### src/rtl/sccb_pkg.sv
// Shared types and constants for the OV7670 SCCB bring-up sequencer.
// Latency: n/a (types only); backpressure: n/a.
package sccb_pkg;

  typedef enum logic [3:0] {
    S_IDLE, S_FETCH, S_DECODE, S_START, S_WAIT, S_GAP, S_DELAY, S_NEXT, S_DONE
  } state_e;

  localparam logic [15:0] SCCB_MARK_END   = 16'hFFFF;
  localparam logic [15:0] SCCB_MARK_DELAY = 16'hFFF0;
  localparam logic [7:0]  OV7670_WR_ID    = 8'h42;

  typedef struct packed {
    logic [7:0] addr;
    logic [7:0] data;
  } entry_t;

  // Width of a down-counter able to hold the largest of three cycle counts.
  function automatic int unsigned cnt_width(input int unsigned a, input int unsigned b,
                                            input int unsigned c);
    int unsigned m;
    int unsigned w;
    m = (a > b) ? a : b;
    m = (m > c) ? m : c;
    w = $clog2(m + 1);
    return (w < 1) ? 1 : w;
  endfunction

  // A wait of n cycles loads n-1; a zero-length wait still takes one cycle.
  function automatic int unsigned cycles_m1(input int unsigned n);
    return (n == 0) ? 0 : n - 1;
  endfunction

endpackage

### src/rtl/ov7670_reg_rom.sv
// OV7670 register table as a synchronous case ROM; entries are {addr, data} or a marker.
// Latency: 1 cycle from addr to data; no backpressure.
module ov7670_reg_rom
  import sccb_pkg::*;
#(
  parameter int unsigned ROM_AW = 8
) (
  input  logic              clk,
  input  logic [ROM_AW-1:0] addr,
  output logic [15:0]       data
);

  logic [15:0] data_q;

  // Soft reset, settle delay, clock prescaler; unlisted slots read as END.
  always_ff @(posedge clk) begin
    case (32'(addr))
      32'd0:   data_q <= {8'h12, 8'h80};
      32'd1:   data_q <= SCCB_MARK_DELAY;
      32'd2:   data_q <= {8'h11, 8'h01};
      default: data_q <= SCCB_MARK_END;
    endcase
  end

  assign data = data_q;

endmodule

### src/rtl/sccb_init_sequencer.sv
// Walks the OV7670 table and issues one SCCB write per entry; `SCCB_RETRY_EN adds per-entry retry on i_sccb_err.
// Latency: strobe 3 cycles after leaving IDLE/DONE; waits for i_sccb_done (bounded by TIMEOUT_CYCLES).
module sccb_init_sequencer
  import sccb_pkg::*;
#(
  parameter int unsigned CLK_FREQ_HZ    = 100_000_000,
  parameter logic [7:0]  DEV_ID         = OV7670_WR_ID,
  parameter int unsigned ROM_AW         = 8,
  parameter int unsigned GAP_CYCLES     = 1000,
  parameter int unsigned DELAY_MS       = 10,
  parameter int unsigned TIMEOUT_CYCLES = 2_000_000,
  parameter int unsigned MAX_RETRY      = 3,
  parameter bit          AUTO_START     = 1'b1
) (
  input  logic              clk,
  input  logic              reset_n,
  input  logic              i_start,
  input  logic              i_sccb_done,
  input  logic              i_sccb_err,
  output logic              o_sccb_start,
  output logic [23:0]       o_sccb_word,
  output logic              o_busy,
  output logic              o_init_done,
  output logic              o_error,
  output logic [ROM_AW-1:0] o_index
);

  localparam int unsigned DELAY_CYC = DELAY_MS * (CLK_FREQ_HZ / 1000);
  localparam int unsigned CNT_W     = cnt_width(DELAY_CYC, TIMEOUT_CYCLES, GAP_CYCLES);
  localparam logic [CNT_W-1:0] DELAY_LD   = CNT_W'(cycles_m1(DELAY_CYC));
  localparam logic [CNT_W-1:0] GAP_LD     = CNT_W'(cycles_m1(GAP_CYCLES));
  localparam logic [CNT_W-1:0] TIMEOUT_LD = CNT_W'(cycles_m1(TIMEOUT_CYCLES));

  state_e            state_q, state_d;
  logic [ROM_AW-1:0] idx_q, idx_d;
  logic [CNT_W-1:0]  cnt_q, cnt_d;
  logic [23:0]       word_q, word_d;
  logic              init_done_q, init_done_d;
  logic              error_q, error_d;
  logic              auto_q, auto_d;
  logic [15:0]       rom_dat;
  entry_t            rom_ent;

  ov7670_reg_rom #(.ROM_AW(ROM_AW)) u_rom (
    .clk  (clk),
    .addr (idx_q),
    .data (rom_dat)
  );

  assign rom_ent = entry_t'(rom_dat);

`ifdef SCCB_RETRY_EN
  localparam int unsigned RTY_W = (MAX_RETRY < 1) ? 1 : $clog2(MAX_RETRY + 1);
  logic [RTY_W-1:0] rty_q, rty_d;
  logic             redo_q, redo_d;

  always_ff @(posedge clk or negedge reset_n) begin
    if (!reset_n) begin
      rty_q  <= '0;
      redo_q <= 1'b0;
    end else begin
      rty_q  <= rty_d;
      redo_q <= redo_d;
    end
  end
`else
  localparam int unsigned unused_max_retry = MAX_RETRY;
  logic unused_err;
  assign unused_err = i_sccb_err;
`endif

  always_ff @(posedge clk or negedge reset_n) begin
    if (!reset_n) begin
      state_q     <= S_IDLE;
      idx_q       <= '0;
      cnt_q       <= '0;
      word_q      <= '0;
      init_done_q <= 1'b0;
      error_q     <= 1'b0;
      auto_q      <= AUTO_START;
    end else begin
      state_q     <= state_d;
      idx_q       <= idx_d;
      cnt_q       <= cnt_d;
      word_q      <= word_d;
      init_done_q <= init_done_d;
      error_q     <= error_d;
      auto_q      <= auto_d;
    end
  end

  always_comb begin
    state_d      = state_q;
    idx_d        = idx_q;
    cnt_d        = cnt_q;
    word_d       = word_q;
    init_done_d  = init_done_q;
    error_d      = error_q;
    auto_d       = auto_q;
    o_sccb_start = 1'b0;
    o_busy       = 1'b1;
`ifdef SCCB_RETRY_EN
    rty_d        = rty_q;
    redo_d       = redo_q;
`endif
    case (state_q)
      S_IDLE, S_DONE: begin
        o_busy = 1'b0;
        // The power-up auto run only applies to IDLE and fires once per reset.
        if (i_start || (auto_q && state_q == S_IDLE)) begin
          auto_d      = 1'b0;
          idx_d       = '0;
          init_done_d = 1'b0;
          error_d     = 1'b0;
          state_d     = S_FETCH;
        end
      end
      S_FETCH: state_d = S_DECODE;
      S_DECODE: begin
`ifdef SCCB_RETRY_EN
        rty_d  = '0;
        redo_d = 1'b0;
`endif
        if (rom_dat == SCCB_MARK_END) begin
          init_done_d = 1'b1;
          state_d     = S_DONE;
        end else if (rom_dat == SCCB_MARK_DELAY) begin
          cnt_d   = DELAY_LD;
          state_d = S_DELAY;
        end else begin
          word_d  = {DEV_ID, rom_ent.addr, rom_ent.data};
          state_d = S_START;
        end
      end
      S_START: begin
        o_sccb_start = 1'b1;
        cnt_d        = TIMEOUT_LD;
        state_d      = S_WAIT;
      end
      S_WAIT: begin
        // A done arriving in the last timeout cycle still wins.
        if (i_sccb_done) begin
          cnt_d   = GAP_LD;
          state_d = S_GAP;
`ifdef SCCB_RETRY_EN
          redo_d  = i_sccb_err;
          if (i_sccb_err) begin
            if (rty_q == RTY_W'(MAX_RETRY)) begin
              error_d = 1'b1;
              state_d = S_DONE;
            end else begin
              rty_d = rty_q + 1'b1;
            end
          end
`endif
        end else if (cnt_q == '0) begin
          error_d = 1'b1;
          state_d = S_DONE;
        end else begin
          cnt_d = cnt_q - 1'b1;
        end
      end
      S_GAP: begin
        if (cnt_q == '0) begin
`ifdef SCCB_RETRY_EN
          state_d = redo_q ? S_START : S_NEXT;
`else
          state_d = S_NEXT;
`endif
        end else begin
          cnt_d = cnt_q - 1'b1;
        end
      end
      S_DELAY: begin
        if (cnt_q == '0) state_d = S_NEXT;
        else             cnt_d   = cnt_q - 1'b1;
      end
      S_NEXT: begin
        if (idx_q == {ROM_AW{1'b1}}) begin
          init_done_d = 1'b1;
          state_d     = S_DONE;
        end else begin
          idx_d   = idx_q + 1'b1;
          state_d = S_FETCH;
        end
      end
      default: state_d = S_IDLE;
    endcase
  end

  assign o_sccb_word = word_q;
  assign o_init_done = init_done_q;
  assign o_error     = error_q;
  assign o_index     = idx_q;

endmodule
### config.mk
export PLATFORM = sky130hd
export DESIGN_NAME = sccb_init_sequencer
export DESIGN_NICKNAME = d
export VERILOG_FILES = /design/src/rtl/sccb_pkg.sv /design/src/rtl/ov7670_reg_rom.sv /design/src/rtl/sccb_init_sequencer.sv
export SDC_FILE = /design/constraint.sdc
export NUM_CORES = 1
export LEC_CHECK = 0
export ABC_AREA = 1
export BUFFER_PORTS_ARGS = -buffer_cell sky130_fd_sc_hd__buf_2
export CORE_MARGIN = 10
export CORE_UTILIZATION = 60
export CTS_CLUSTER_DIAMETER = 30
export DETAILED_ROUTE_END_ITERATION = 16
export GPL_TIMING_DRIVEN = 0
export PLACE_DENSITY = 0.9
export SLEW_MARGIN = 20
export SYNTH_ARGS = -nofsm -noshare
export SYNTH_HDL_FRONTEND = slang
export SYNTH_HIERARCHICAL = 1
export SYNTH_SLANG_ARGS = --single-unit
### constraint.sdc
create_clock -name clk -period 2.3 [get_ports clk]
set_input_delay 0.23 -clock clk [delete_from_list [all_inputs] [get_ports clk]]
set_output_delay 0.23 -clock clk [all_outputs]
set_load 0.02 [all_outputs]
==> impl_metrics.env <==
export IMPL_status="finished, final reports clean"
export IMPL_synth_edff_count=0
export IMPL_wl_per_cell_um=13.75
export IMPL_synth_commonest_cells="103 x nand2_1, 65 x inv_1, 57 x nor2_1"
export IMPL_grt_pass1_vias=3068
export IMPL_grt_pass1_wl_um=14150
export IMPL_critPathLaunchType="flop"
export IMPL_dieWidth_um=96.76
export IMPL_grt_max_degree=54
export IMPL_layout_setup_ws_ps=361.0
export IMPL_period_share_pct=84.31
export IMPL_track_usage_pct=17.79
export IMPL_antenna_found_initial=0
export IMPL_pre_cts_slack_ps=394.3
export IMPL_grt_busiest_layer="met2"
export IMPL_htreeDepth=3
export IMPL_p_total_w=0.006001
export IMPL_fmax_mhz=515.7
export IMPL_async_flop_share_pct=91.38
export IMPL_dpl_instance_area_mm2=0.003811
export IMPL_cts_tree="built"
export IMPL_worst_ep_arrival_time_ps=2200
export IMPL_pin_count=41
export IMPL_cp_max_fo=10
export IMPL_syn_area_mm2=0.003535
export IMPL_numCtsBuffers=9
export IMPL_post_route_util_pct=71.73
export IMPL_synth_seq_cells=58
export IMPL_relSlewSlack_pct=56.35
export IMPL_via_count=3332
export IMPL_final_area_mm2=0.004023
export IMPL_ir_drop_v=0.0008935
export IMPL_avgSynthCellArea_um2=7.379
export IMPL_maxSlewViolCount=0
export IMPL_nFillCells=448
export IMPL_clk_pin_slew_worst_paths_ps=80
export IMPL_drive_above_1_share_pct=19.29
export IMPL_core_mm2=0.005608
export IMPL_dr_pass1_iters=5
export IMPL_clk_insertion_delay_late_ps=350
export IMPL_synthFlopType="dfrtp_1"
export IMPL_initial_core_util_pct=63.03
export IMPL_place_port_buffers=33
export IMPL_clock_skew_ps=8.790
export IMPL_yosys_warnings=6
export IMPL_drc=0
export IMPL_setup_violations=0
export IMPL_yosysTopAreaCell="dfrtp_1"
export IMPL_fp_dieH_um=96.76
export IMPL_yosysSeqAreaShare_pct=40.39
export IMPL_synth_most_common_cell="nand2_1"
export IMPL_cts_resized=0
export IMPL_fin_crit_ps=1939
export IMPL_clock_path_buffers=2
export IMPL_drtIter0Drc=339
export IMPL_root_buffer="clkbuf_8"
export IMPL_die_area_mm2=0.009362
export IMPL_hp_class="input port to flop"
export IMPL_rows=27
export IMPL_nets=537
export IMPL_grt_overflow_total=0
export IMPL_yosysTopAreaCellShare_pct=36.81
export IMPL_finalSetupTns_ps=0
export IMPL_grtUsageMet2_pct=28.43
export IMPL_dpl_hpwl_um=5992
export IMPL_power_density_mw_per_mm2=1492
export IMPL_yosysUniqueCellTypes=38
export IMPL_clock_sinks=58
export IMPL_synthesis_instances=479
export IMPL_reg2reg_slack_ps=360
export IMPL_cts_setup_buffers=0
export IMPL_cp_required_ps=2560
export IMPL_grt_use_met3_pct=4.826
export IMPL_multiInputGateArea_mm2=0.001669
export IMPL_power_leakage_nw=2.031
export IMPL_antenna_left=0
export IMPL_use_met1_pct=22.19
export IMPL_ff_latch_area_mm2=0.001428
export IMPL_n_antenna_cell=0
export IMPL_worst_setup_path_type="flop to flop"
export IMPL_area_delta_synth_final_pct=13.81
export IMPL_via_per_inst=5.498
export IMPL_place_gp_congestion=0.9297
export IMPL_finalHoldViolations=0
export IMPL_maxCapViolations=0
export IMPL_drt_total_wl_um=8335
export IMPL_rsz0062_at_grt="false"
export IMPL_end_kind="flop"
export IMPL_synthTopCellsByArea="dfrtp_1 37%, nand2_1 11%, inv_1 6.9%"
export IMPL_worstMarginPinSlew_ps=654.8
report_power, final:
part | leakage (nW) | switching, W | internal (W) | total [W]
clock network | 0.0885 | 0.000468 | 0.000506 | 0.000975
logic | 1.25 | 0.00204 | 0.00112 | 0.00316
registers | 0.694 | 0.000412 | 0.00145 | 0.00187
kinds of logic after synthesis:
| kind of cell | after synthesis | share of synthesized area [%] |
|---|---|---|
| adder cells (fa/ha/maj) | 3 | 1.062 |
| flip-flops | 58 | 40.39 |
| buffers and inverters | 96 | 12.92 |
| XOR/XNOR | 7 | 1.735 |
| other | 2 | 0.2125 |
| AO/OA/AOI/OAI | 69 | 10.58 |
| AND/OR/NAND/NOR | 244 | 33.10 |
layout make-up:
class | count | area share [%]
Multi-Input combinational cell | 330 | 41.49
Sequential cell | 58 | 35.49
Inverter | 71 | 6.750
Buffer | 25 | 4.603
Timing Repair Buffer | 34 | 4.417
Clock buffer | 9 | 3.079
Tap cell | 72 | 2.240
Clock inverter | 7 | 1.928
what timing repair did:
| item | in CTS | in global routing |
|---|---|---|
| endpoints found under the setup margin | 0 | 0 |
| hold buffers | 1 | 0 |
| endpoints found under the hold margin | 52 | 0 |
metal layers:
layer / vias up / wire, um
met3: 21 / 691
met5: - / 0
met2: 144 / 3932
met1: 1549 / 3552
li1: 1618 / -
met4: 0 / 159
worst max-delay path, stage by stage, from the launching register on:
cell	delay (ps)
dfxtp_1	500
buf_4	170
nand4_1	90
nor2_1	180
nand2_1	150
nand3_2	170
clkbuf_1	370
nand2_1	100
o21ai_0	100
cell usage in the layout, fill, tap and decap left out, types with 2 or more instances in the layout:
cell type	Yosys	layout
nand2_4	2	2
nand2_2	3	3
a21oi_1	16	16
ha_1	3	3
nor2_1	57	57
inv_1	65	65
buf_6	3	3
dfxtp_1	5	5
o21bai_1	3	3
nand3_1	28	28
inv_2	5	5
dfrtp_1	52	52
o211ai_1	2	2
nand2_1	103	103
clkbuf_8	0	9
buf_4	18	19
nor3_1	6	6
buf_2	1	33
nand3_2	2	2
or2_2	2	2
nand3b_1	3	3
nor2_2	7	7
nor2_4	4	4
xor2_1	6	6
nor2_8	2	2
conb_1	2	7
o21ai_1	13	13
o21ai_0	31	31
nand4_1	23	23
clkinvlp_4	0	4
inv_6	1	3
clkbuf_1	3	3
state kept, by name, summed over array words and instances, names as in the netlist:
name and count:
cnt_q 21, o_sccb_word 17, o_index 8, u_rom/data 5
state_q 4, auto_q 1, o_error 1, o_init_done 1
path summary, 6_finish.rpt:
path / startpoint / end / cells after the start
max: u_rom/data[14]$_DFF_P_ / o_sccb_word[5]$_DFFE_PN0P_ / 8
max in group asynchronous: reset_n / o_sccb_word[6]$_DFFE_PN0P_ / 2
max reg2reg: u_rom/data[14]$_DFF_P_ / o_sccb_word[5]$_DFFE_PN0P_ / 8
min: i_start / auto_q$_DFFE_PN1P_ / 5
min in group asynchronous: reset_n / o_index[3]$_DFFE_PN0P_ / 2
min reg2reg: auto_q$_DFFE_PN1P_ / auto_q$_DFFE_PN1P_ / 2
stage by stage:
| stage | hold slack [ps] | instances |
|---|---|---|
| 2_1_floorplan | -65.59 | 484 |
| 3_3_place_gp | 432.0 | 589 |
| 3_5_place_dp | 306.5 | 589 |
| 4_1_cts | 299.3 | 606 |
| 5_1_grt | 335.8 | 606 |
| 6_report | 290.5 | 606 |
No activity file was read; power rests on OpenSTA's default activity.
